<file path="config.mk">
export PLATFORM = sky130hd
export DESIGN_NAME = ps2_keyboard_receiver
export DESIGN_NICKNAME = d
export VERILOG_FILES = /design/src/rtl/ps2_keyboard_receiver.sv
export SDC_FILE = /design/constraint.sdc
export NUM_CORES = 1
export LEC_CHECK = 0
export ABC_AREA = 1
export CORE_ASPECT_RATIO = 0.6
export CORE_MARGIN = 2
export CORE_UTILIZATION = 52
export DETAILED_ROUTE_END_ITERATION = 6
export HOLD_SLACK_MARGIN = 0.1
export PLACE_DENSITY_LB_ADDON = 0.25
export SYNTH_ARGS = -nofsm -noshare
export SYNTH_HDL_FRONTEND = slang
export SYNTH_SLANG_ARGS = --single-unit
</file>
<file path="constraint.sdc">
create_clock -name clk -period 1.68 [get_ports clk]
set_input_delay 0.336 -clock clk [delete_from_list [all_inputs] [get_ports clk]]
set_output_delay 0.336 -clock clk [all_outputs]
set_load 0.1 [all_outputs]
</file>
<file path="src/rtl/ps2_keyboard_receiver.sv">
// PS/2 keyboard receiver: resync + deglitch the keyboard clock, frame 11-bit packets, fold E0/F0 prefixes into flags.
// Latency: keyValid/parityErr/frameErr pulse one clk after the strobe that samples the stop bit.
// Backpressure: none; every event is a single-cycle pulse and keyCodeOut/keyRelease/keyExtended hold until the next keyValid.
//
// Ports:
//   clk, rst            system clock, synchronous active-high reset
//   clkKeyboard, data   raw PS/2 clock and data lines (asynchronous, idle high)
//   keyCodeOut          last reported scan code
//   keyValid            new event on keyCodeOut/keyRelease/keyExtended
//   keyRelease          event was preceded by F0 (break)
//   keyExtended         event was preceded by E0 (extended)
//   parityErr           odd parity check failed
//   frameErr            stop bit was 0, or a frame stalled past TIMEOUT_CYCLES
module ps2_keyboard_receiver #(
    parameter int SYNC_STAGES    = 2,
    parameter int FILTER_LEN     = 4,
    parameter int TIMEOUT_CYCLES = 50000,
    parameter int DECODE_PREFIX  = 1
) (
    input  logic       clk,
    input  logic       rst,
    input  logic       clkKeyboard,
    input  logic       data,
    output logic [7:0] keyCodeOut,
    output logic       keyValid,
    output logic       keyRelease,
    output logic       keyExtended,
    output logic       parityErr,
    output logic       frameErr
);

    localparam int TO_W = $clog2(TIMEOUT_CYCLES + 1);

    typedef enum logic [1:0] {IDLE, DATA, PARITY, STOP} state_t;

    state_t                 state, stateNext;
    logic [SYNC_STAGES-1:0] clkSyncSh, dataSyncSh;
    logic                   clkSync, dataSync;
    logic [FILTER_LEN-1:0]  filtSh;
    logic                   filtClk, filtClkNext, strobe;
    logic [TO_W-1:0]        toCnt;
    logic [2:0]             bitCnt;
    logic [7:0]             shiftReg;
    logic                   parityBit;
    logic                   relFlag, extFlag;
    logic                   timeoutHit, evShift, evParity, evAccept, evParErr, evStopErr;

    assign clkSync  = clkSyncSh[SYNC_STAGES-1];
    assign dataSync = dataSyncSh[SYNC_STAGES-1];

    // Synchronisers and filtered clock level.
    always_ff @(posedge clk) begin
        if (rst) begin
            clkSyncSh  <= '1;
            dataSyncSh <= '1;
            filtClk    <= 1'b1;
        end else begin
            clkSyncSh  <= {clkSyncSh[SYNC_STAGES-2:0], clkKeyboard};
            dataSyncSh <= {dataSyncSh[SYNC_STAGES-2:0], data};
            filtClk    <= filtClkNext;
        end
    end

    // History of the last FILTER_LEN synced clock samples.
    generate
        if (FILTER_LEN == 1) begin : gFilt1
            always_ff @(posedge clk) begin
                if (rst) filtSh <= '1;
                else     filtSh <= clkSync;
            end
        end else begin : gFiltN
            always_ff @(posedge clk) begin
                if (rst) filtSh <= '1;
                else     filtSh <= {filtSh[FILTER_LEN-2:0], clkSync};
            end
        end
    endgenerate

    // Level only moves once the whole history agrees; anything mixed holds it.
    assign filtClkNext = (&filtSh) ? 1'b1 : ((|filtSh) ? filtClk : 1'b0);
    assign strobe      = filtClk & ~filtClkNext;
    assign timeoutHit  = (state != IDLE) && (toCnt == TO_W'(TIMEOUT_CYCLES - 1));

    always_ff @(posedge clk) begin
        if (rst) state <= IDLE;
        else     state <= stateNext;
    end

    // Timeout wins over a coincident strobe: that strobe is dropped.
    always_comb begin
        stateNext = state;
        evShift   = 1'b0;
        evParity  = 1'b0;
        evAccept  = 1'b0;
        evParErr  = 1'b0;
        evStopErr = 1'b0;
        if (timeoutHit) begin
            stateNext = IDLE;
        end else if (strobe) begin
            unique case (state)
                IDLE:   if (!dataSync) stateNext = DATA;
                DATA: begin
                    evShift = 1'b1;
                    if (bitCnt == 3'd7) stateNext = PARITY;
                end
                PARITY: begin
                    evParity  = 1'b1;
                    stateNext = STOP;
                end
                STOP: begin
                    stateNext = IDLE;
                    if (!dataSync)                        evStopErr = 1'b1;
                    else if (^{shiftReg, parityBit} != 1'b1) evParErr = 1'b1;
                    else                                  evAccept  = 1'b1;
                end
                default: stateNext = IDLE;
            endcase
        end
    end

    always_ff @(posedge clk) begin
        if (rst) begin
            toCnt       <= '0;
            bitCnt      <= '0;
            shiftReg    <= '0;
            parityBit   <= 1'b0;
            relFlag     <= 1'b0;
            extFlag     <= 1'b0;
            keyCodeOut  <= '0;
            keyValid    <= 1'b0;
            keyRelease  <= 1'b0;
            keyExtended <= 1'b0;
            parityErr   <= 1'b0;
            frameErr    <= 1'b0;
        end else begin
            keyValid  <= 1'b0;
            parityErr <= 1'b0;
            frameErr  <= 1'b0;

            if (state == IDLE || strobe || timeoutHit) toCnt <= '0;
            else                                       toCnt <= toCnt + 1'b1;

            if (state == IDLE) bitCnt <= '0;
            if (evShift) begin
                shiftReg <= {dataSync, shiftReg[7:1]};
                bitCnt   <= bitCnt + 3'd1;
            end
            if (evParity) parityBit <= dataSync;

            // Timeout keeps the prefix flags; a received-but-bad frame clears them.
            if (timeoutHit) frameErr <= 1'b1;
            if (evStopErr || evParErr) begin
                frameErr  <= evStopErr;
                parityErr <= evParErr;
                relFlag   <= 1'b0;
                extFlag   <= 1'b0;
            end

            if (evAccept) begin
                if (DECODE_PREFIX != 0 && shiftReg == 8'hF0) begin
                    relFlag <= 1'b1;
                end else if (DECODE_PREFIX != 0 && shiftReg == 8'hE0) begin
                    extFlag <= 1'b1;
                end else begin
                    keyValid    <= 1'b1;
                    keyCodeOut  <= shiftReg;
                    keyRelease  <= relFlag;
                    keyExtended <= extFlag;
                    relFlag     <= 1'b0;
                    extFlag     <= 1'b0;
                end
            end
        end
    end

endmodule

</file>
# [After elaboration in Yosys (flattened, before gate mapping)]
# Cells that the tools add are included.
[totals] reg_bits=54 in_bits=4 output_inout_bits=13 elab_cells=88
[classes] n_addsub=2 n_eq_ne=9 muxes=38 bitwise_logic=6 reduce_logical=16
[op_table] operator="2-to-1 mux 1 bit" count=33
[op_table] operator="adder 16 x 1 -> 16 bit (second input constant)" count=1
[op_table] operator="== test 16 bit (second input constant)" count=1
[op_table] operator="== test 8 bit (second input constant)" count=2
[op_table] operator="XOR reduction 9 bit" count=1
[op_table] operator="case mux 2 bit (4 select lines)" count=1
[op_table] operator="2-to-1 mux 3 bit" count=2
[op_table] operator="AND reduction 3 bit" count=2
[op_table] operator="OR reduction 2 bit" count=3
[op_table] operator="NOT 1 bit" count=5
[op_table] operator="== test 2 bit (second input constant)" count=2
[op_table] operator="2-to-1 mux 2 bit" count=2
[op_table] operator="inequality test 2 bit (second input constant)" count=2
[op_table] operator="AND reduction 4 bit" count=1
[op_table] operator="nonzero test 2 bit" count=2
[op_table] operator="OR reduction 4 bit" count=1
[op_table] operator="adder 3 x 1 -> 3 bit (second input constant)" count=1
[op_table] operator="== test 3 bit (second input constant)" count=1
[op_table] operator="logical OR 1 bit" count=3
[op_table] operator="OR reduction 3 bit" count=1
[op_table] operator="== test 2 x 1 -> 1 bit (second input constant)" count=1
[op_table] operator="zero test 2 bit" count=1
[op_table] operator="bitwise AND 1 bit" count=1
[op_table] operator="logical AND 1 bit" count=1

# [Depth between registers and ports, before layout]
# Gate-level depths: netlist (run 1).
[logic_depth] ltp_word=12 mapped_depth=13 mapped_depth_nobuf=12

# [Worst setup path after synthesis (run 1)]
# Ideal clock, no wire load.
[synth_timing] path_kind="register to register" startpoint="register state[0]" endpoint="register bitCnt[0]" setup_time_ps=119 t_arrival_ps=1543 setup_slack_ps=18 stages_incl_launch_ff=14 synth_period_minus_slack_ps=1662 path_cell_list="dfxtp_1 -> inv_1 -> ha_1 -> inv_2 -> nand2_1 -> nor2_1 -> nand3_2 -> nor2_4 -> inv_2 -> nand3_2 -> buf_6 -> inv_2 -> o21ai_1 -> a21oi_1"
[synth_via] elab_chain_len=5 elab_cells_between_ends=9
[synth_lines] item="start: declaration" line_no="36" rtl="state_t state, stateNext;"
[synth_lines] item="start signal: assignment" line_no="86" rtl="else state <= stateNext;"
[synth_lines] item="== test 2 x 1 -> 1 bit" line_no="100" rtl="unique case (state)"
[synth_lines] item="2-to-1 mux 1 bit" line_no="100"
[synth_lines] item="2-to-1 mux 1 bit" line_no="99" rtl="end else if (strobe) begin"
[synth_lines] item="2-to-1 mux 1 bit" line_no="97" rtl="if (timeoutHit) begin"
[synth_lines] item="2-to-1 mux 3 bit / nonzero test 2 bit (equally long branches)"
[synth_lines] item="end signal: assignment" line_no="146" rtl="bitCnt <= bitCnt + 3'd1;"
[synth_lines] item="end: declaration" line_no="42" rtl="logic [2:0] bitCnt;"
# Several ways; a longest one is shown, not always the timed one.
# A chain may end at the register's enable or synchronous reset.

# [Worst setup path after layout (run 1)]
[layout_timing] startpoint="register toCnt[0]" endpoint="register keyCodeOut[2]"
[layout_via] elab_chain_len=4
[layout_lines] item="start: declaration" line_no="41" rtl="logic [TO_W-1:0] toCnt;"
[layout_lines] item="start signal: assignment" line_no="141" rtl="else toCnt <= toCnt + 1'b1;"
[layout_lines] item="== test 16 bit" line_no="82" rtl="assign timeoutHit = (state != IDLE) && (toCnt == TO_W'(TIMEOUT_CYCLES - 1));"
[layout_lines] item="logical AND 1 bit" line_no="82"
[layout_lines] item="2-to-1 mux 1 bit" line_no="97"
[layout_lines] item="AND reduction 3 bit (no line)"
[layout_lines] item="end signal: assignment" line_no="166" rtl="keyCodeOut <= shiftReg;"
[layout_lines] item="end: declaration" line_no="24" rtl="output logic [7:0] keyCodeOut,"
# Every way passes these cells.

==> run_results.csv, run 1 <==
group,metric,value,unit
outcome,outcome,"finished, violations left",
outcome,violations,"negative setup slack",
pwr,combPwrFrac,0.021,
cts,cts_buffer_depth,2,
setup_path,worstPathMaxFanout,6,
cts,cts_root_buf,"clkbuf_8",
place,post-place-ws,-0.0194,ns
global_route,antenna_found_initial,0,
synthesis,avgSynthCellArea,7.58,sq um
pwr,vdd_ir_drop_max,0.000434,V
floorplanning,die_y,57.6,um
cts,path_clk_slew,0.10,ns
pwr,power_density,655,mW/mm^2
setup_path,critPathMostFrequentCell,"nor2_4",
floorplanning,core,0.00459,sq mm
synthesis,synth_warnings,0,
place,place_congestion,0.859,
cells_and_area,fin_util,0.731,
cells_and_area,syn2layout_area_growth,35.0,%
cts,postCtsHoldBufs,0,
timing,final.period_utilization,1.01,
synthesis,synth_edf_count,0,
setup_path,critical_path_class,"reg2reg",
synthesis,synthArstFlopShare,0,
global_route,grtUsageTotal,0.222,
cts,cts_tree,"done",
timing,min_period,1.69,ns
floorplanning,rows,19,
synthesis,netlist_instances,328,
timing,setup_slack,-0.00890,ns
timing,final-hold-violation-count,0,
setup_path,cp-start-kind,"flop",
setup_path,path_cells,"ha_4 > nand3_4 > nor2_4 > nand3_2 > nor2_4 > buf_12 > nor2_4 > nand3_4 > nor2_4 > nand3_2 > nand2_1",
setup_path,crit_slowest_cell,"dfxtp_2",
synthesis,synth_top_area_frac,0.435,
synthesis,ys_ff_latch,54,
cells_and_area,drive_above_1_share,0.295,
timing,grt_setup_unrepaired,"true",
synthesis,synth_ff_type,"dfxtp_1",
floorplanning,io_pins,17,
timing,slew_violations,0,
routing,viasPerCell,5.18,
routing,first_pass_iters,4,
cells_and_area,nets,383,
setup_path,cp.required,1.94,ns
cells_and_area,num_antenna_cells,0,
synthesis,yosysUniqueCellTypes,28,
floorplanning,die_w,93.3,um
routing,drtIter0Drc,133,
setup_path,cp.buffers_inverters,1,
timing,skew,0.0102,ns
timing,worstMarginPinSlew,0.231,ns
synthesis,syn_nets,339,
place,dp_hpwl,4050,um
timing,setup_viol,1,
pwr,power_switching,0.450,mW
global_route,overflow,0,
cells_and_area,nFillCells,343,
place,portBuffers,16,
setup_path,cp.arrival,1.95,ns
routing,num_vias,2257,
routing,routed_wl,5710,um
pwr,p_sw_frac,0.205,
setup_path,cp-end-kind,"flop",
routing,routedWlPerCell,13.1,um
routing,ant_nets,0,
cts,htree_levels,2,
pwr,p_seq_frac,0.585,
global_route,grt_max_degree,21,
timing,max_clock_freq,592,MHz
synthesis,seq_area_frac_synth,0.435,
floorplanning,initial_core_util,0.542,
global_route,grt_pass1_wl,9330,um
setup_path,critPathTopFamily,"simple AND/OR/NAND/NOR gates",
pwr,p_int,1.75,mW
setup_path,slowest_delay,0.35,ns
min_path,worstHoldPathType,"reg2reg",
synthesis,synth.area.top_cells,"dfxtp_1 (43%), nand2_1 (11%), nand3_1 (8.1%)",
routing,drc,0,
timing,maxSlewHeadroom,0.844,
cts,clock_latency,0.31,ns
timing,holdWs,0.427,ns
cts,cts-buffers-inserted,5,
pwr,pwr-share-clk,0.393,
global_route,grt_pass1_vias,2058,
synthesis,yosysTopAreaCell,"dfxtp_1",
cts,cts.sinks,54,
pwr,leakage,1.36,nW
synthesis,syn_area,0.00249,sq mm
pwr,p_total,2.20,mW
run,cap_violations,0,
floorplanning,die_area,0.00537,sq mm
==> stage by stage <==
step	cell area, sq um	instances	TNS, ns
finish	3360	436	-0.00890
global route	3360	436	-1.14
CTS	3100	427	-0.00853
detailed placement	2980	419	-0.0396
global placement	2980	419	0
floorplan	2490	328	0
==> cell families after synthesis <==
logic type,after synthesis,share of synthesized area
compound gates,38,0.0805
flops,54,0.435
fa+ha+maj,7,0.0352
xor+xnor,7,0.0247
simple gates,173,0.339
buf+inv,49,0.0861
==> power groups by stage <==
stage | logic (mW) | clock network [mW] | registers, mW
final | 0.0469 | 0.864 | 1.29
after global routing | 0.0513 | 0.932 | 1.29
after CTS | 0.0438 | 0.874 | 1.29
after detailed placement | 0.0435 | 0 | 1.32
after global placement | 0.0430 | 0 | 1.32
after floorplan | 0.0254 | 0 | 1.32
==> worst reg2reg max path, stage by stage (launching register included) <==
cell and delay, ns:
dfxtp_2 0.35, ha_4 0.18, nand3_4 0.08, nor2_4 0.05
nand3_2 0.09, nor2_4 0.05, buf_12 0.12, nor2_4 0.20
nand3_4 0.13, nor2_4 0.23, nand3_2 0.10, nand2_1 0.07
==> cell usage in the layout (no fill, tap or decap), drive strengths merged <==
cell type	netlist	final
or2	8	8
nand2	73	73
bufinv	0	1
nand3b	2	2
o21ai	13	13
nor2	31	32
nand4	5	5
nor3b	1	1
ha	7	7
xor2	5	5
dfxtp	54	54
inv	41	41
xnor2	2	2
nand3	48	49
buf	7	39
clkdlybuf4s50	0	3
clkbuf	1	7
clkinvlp	0	1
a21oi	24	24
nor3	5	5
o21a	1	1
==> synth_stat cells, types with 3 or more instances <==
cell / count
nor2_2: 3
or2_2: 7
nand3_2: 8
inv_1: 37
nand4_1: 5
a21oi_1: 22
nand3_1: 40
dfxtp_1: 54
nor2_4: 4
ha_1: 7
nor2_1: 24
nor3_1: 5
nand2_1: 71
buf_6: 3
inv_2: 4
xor2_1: 5
buf_2: 3
o21ai_0: 12
==> path summary, 6_finish.rpt <==
| kind | startpoint | endpoint | slack [ns] | depth (start not counted) |
|---|---|---|---|---|
| setup / recovery | toCnt[0]$_SDFF_PP0_ | keyCodeOut[2]$_SDFFE_PP0P_ | -0.009 | 11 |
| hold / removal | clkSyncSh[0]$_SDFF_PP1_ | clkSyncSh[1]$_SDFF_PP1_ | 0.43 | 1 |
| setup reg to reg | toCnt[0]$_SDFF_PP0_ | keyCodeOut[2]$_SDFFE_PP0P_ | -0.009 | 11 |
| hold reg to reg | clkSyncSh[0]$_SDFF_PP1_ | clkSyncSh[1]$_SDFF_PP1_ | 0.43 | 1 |
==> routing by layer <==
layer / global-route usage / up-vias / part of all wire
met2: 0.308 / 70 / 0.42
met1: 0.328 / 1031 / 0.49
met3: 0.0621 / 6 / 0.076
met4: 0.0819 / 0 / 0.012
li1: - / 1150 / -
met5: 0 / - / 0
==> timing repair <==
| item | 4_1_cts | 5_1_grt |
|---|---|---|
| gates cloned | 0 | 3 |
| pin swaps | 0 | 11 |
| buffers inserted | 0 | 6 |
| setup endpoints to repair | 14 | 33 |
| gates resized for setup | 3 | 40 |
==> state kept, by name, indices dropped and copies added (netlist names), 2 cells and up <==
| name | cells |
|---|---|
| state | 2 |
| shiftReg | 8 |
| clkSyncSh | 2 |
| bitCnt | 3 |
| keyCodeOut | 8 |
| filtSh | 4 |
| toCnt | 16 |
| dataSyncSh | 2 |
==> cell type report <==
cell class,count,area [sq um],share of cell area
tap,63,78.8,0.0235
clock buffer,6,72.6,0.0216
timing repair buffer,43,548,0.163
sequential,54,1090,0.326
clock inverter,2,37.5,0.0112
inverter,41,154,0.0459
multi-input combinational,227,1370,0.408
(Power assumes the default switching activity.)
==> run 2, diff against run 1 <==
--- a/config.mk
+++ b/config.mk
@@ -9,8 +9,10 @@
 export CORE_ASPECT_RATIO = 0.6
 export CORE_MARGIN = 2
 export CORE_UTILIZATION = 52
+export CTS_CLUSTER_DIAMETER = 200
 export DETAILED_ROUTE_END_ITERATION = 6
 export HOLD_SLACK_MARGIN = 0.1
+export MAX_ROUTING_LAYER = met4
 export PLACE_DENSITY_LB_ADDON = 0.25
 export SYNTH_ARGS = -nofsm -noshare
 export SYNTH_HDL_FRONTEND = slang
==> run 2 against run 1 <==
Hold slack better by 0.0010 ns; the run still ends with negative setup slack left; power is 0.10% higher; largest power group unchanged; worst setup slack worse by 0.0011 ns; first-iteration DRC count is 11% lower; critical endpoint unchanged; combinational power hardly changed; via count is 0.18% higher; final area stayed put; critical path type unchanged; count of clock-buffer cells in the layout stayed put; final cell count stayed put; sequential share of layout area stayed put.
==> run_results.csv, run 2 (synthesis results as in run 1) <==
group,metric,value,unit
cells_and_area,num_antenna_cells,0,
setup_path,path_cells,"ha_4 > nand3_4 > nor2_4 > nand3_2 > nor2_4 > buf_12 > nor2_4 > nand3_4 > nor2_4 > nand3_2 > nand2_1",
cells_and_area,fin_util,0.731,
timing,slew_violations,0,
setup_path,r2r_setup_slack,-0.01,ns
global_route,grtUsageTotal,0.229,
cells_and_area,syn2layout_area_growth,35.0,%
routing,first_pass_iters,4,
routing,viasPerCell,5.19,
timing,min_period,1.69,ns
floorplanning,rows,19,
cells_and_area,final_common_cell,"nand2_1",
cells_and_area,nFillCells,343,
timing,max_clock_freq,592,MHz
global_route,grt_pass1_wl,9340,um
setup_path,cp-end-kind,"flop",
pwr,power_density,655,mW/mm^2
floorplanning,initial_core_util,0.542,
cells_and_area,largest_reg_flops,16,
cts,cts_buffer_depth,2,
cts,cts_tree,"done",
place,dp_hpwl,4050,um
global_route,antenna_found_initial,0,
cells_and_area,nets,383,
timing,worstMarginPinSlew,0.230,ns
routing,num_vias,2261,
cells_and_area,mostFrequentLayoutCells,"nand2_1 (68), dfxtp_1 (45), inv_1 (35), nand3_1 (28), buf_4 (23)",
floorplanning,die_w,93.3,um
cts,cts-buffers-inserted,5,
setup_path,cp.buffers_inverters,1,
routing,drc,0,
place,place_congestion,0.872,
setup_path,slowest_delay,0.35,ns
cells_and_area,largestRegisters,"toCnt (16), keyCodeOut (8), shiftReg (8)",
global_route,grt_pass1_vias,2057,
setup_path,cp-start-kind,"flop",
run,cap_violations,0,
pwr,vdd_ir_drop_max,0.000435,V
setup_path,cp.arrival,1.95,ns
timing,holdWs,0.428,ns
global_route,overflow,0,
cells_and_area,drive_above_1_share,0.295,
floorplanning,io_pins,17,
floorplanning,core,0.00459,sq mm
timing,final.period_utilization,1.01,
floorplanning,die_area,0.00537,sq mm
setup_path,crit_slowest_cell,"dfxtp_2",
outcome,outcome,"finished, violations left",
outcome,violations,"negative setup slack",
setup_path,worstPathMaxFanout,6,
cells_and_area,multi_input_area,0.00137,sq mm
pwr,leakage,1.36,nW
routing,routed_wl,5710,um
setup_path,cp.required,1.94,ns
timing,grt_setup_unrepaired,"true",
timing,final-hold-violation-count,0,
cts,cts.sinks,54,
cells_and_area,top_register,"toCnt",
cts,path_clk_slew,0.10,ns
min_path,worstHoldPathType,"reg2reg",
timing,setup_slack,-0.00997,ns
cells_and_area,regArea,0.00109,sq mm
floorplanning,die_y,57.6,um
timing,setup_viol,1,
setup_path,critPathTopFamily,"simple AND/OR/NAND/NOR gates",
cts,clock_latency,0.31,ns
timing,maxSlewHeadroom,0.845,
routing,drtIter0Drc,118,
global_route,grt_max_degree,21,
routing,ant_nets,0,
setup_path,critical_path_class,"reg2reg",
routing,routedWlPerCell,13.1,um
cts,htree_levels,2,
cts,cts_root_buf,"clkbuf_8",
timing,skew,0.0115,ns
setup_path,critPathMostFrequentCell,"nor2_4",
place,portBuffers,16,
cts,postCtsHoldBufs,0,
-- run 2: cell counts in the layout (fill, tap and decap cells not counted) --
Identical to the previous run, type by type.
-- run 2: metrics by stage --
stage               power, mW  TNS [ns]  worst slack, ns  area, sq um  instances
floorplan                1.34         0           0.0180         2490        328
global placement         1.36         0           0.0462         2980        419
detailed placement       1.36   -0.0396          -0.0194         2980        419
CTS                      2.21  -0.00853         -0.00402         3100        427
global route             2.28     -1.14           -0.126         3360        436
finish                   2.20  -0.00997         -0.00997         3360        436
-- run 2: report_power, final --
part | internal, mW | switching, mW | leakage [nW]
logic | 0.0190 | 0.0279 | 0.870
clock network | 0.445 | 0.421 | 0.0514
registers | 1.28 | 0.00303 | 0.441
total | 1.75 | 0.452 | 1.36
-- run 2: layout make-up --
cell class | instances | share of cell area
clock buffer | 6 | 0.0216
clock inverter | 2 | 0.0112
inverter | 41 | 0.0459
multi-input combinational | 227 | 0.408
sequential | 54 | 0.326
tap | 63 | 0.0235
timing repair buffer | 43 | 0.163
-- run 2: timing repair --
action	CTS	global route
pin swaps	0	11
cloned	0	3
setup endpoints to repair	14	33
setup buffers	0	6
resized for setup	3	40
-- run 2: final timing paths --
check                               endpoint  cells past startpoint                     from
setup / recovery  keyCodeOut[2]$_SDFFE_PP0P_                     11      toCnt[0]$_SDFF_PP0_
hold / removal       clkSyncSh[1]$_SDFF_PP1_                      1  clkSyncSh[0]$_SDFF_PP1_
setup reg to reg  keyCodeOut[2]$_SDFFE_PP0P_                     11      toCnt[0]$_SDFF_PP0_
hold reg to reg      clkSyncSh[1]$_SDFF_PP1_                      1  clkSyncSh[0]$_SDFF_PP1_
-- run 2: per-layer routing --
metal  GRT usage  up-vias  share of wire
li1            -     1149              -
met1       0.328     1040           0.50
met2       0.308       64           0.42
met3      0.0621        8          0.072
met4      0.0819        0          0.013
met5           -        -              0
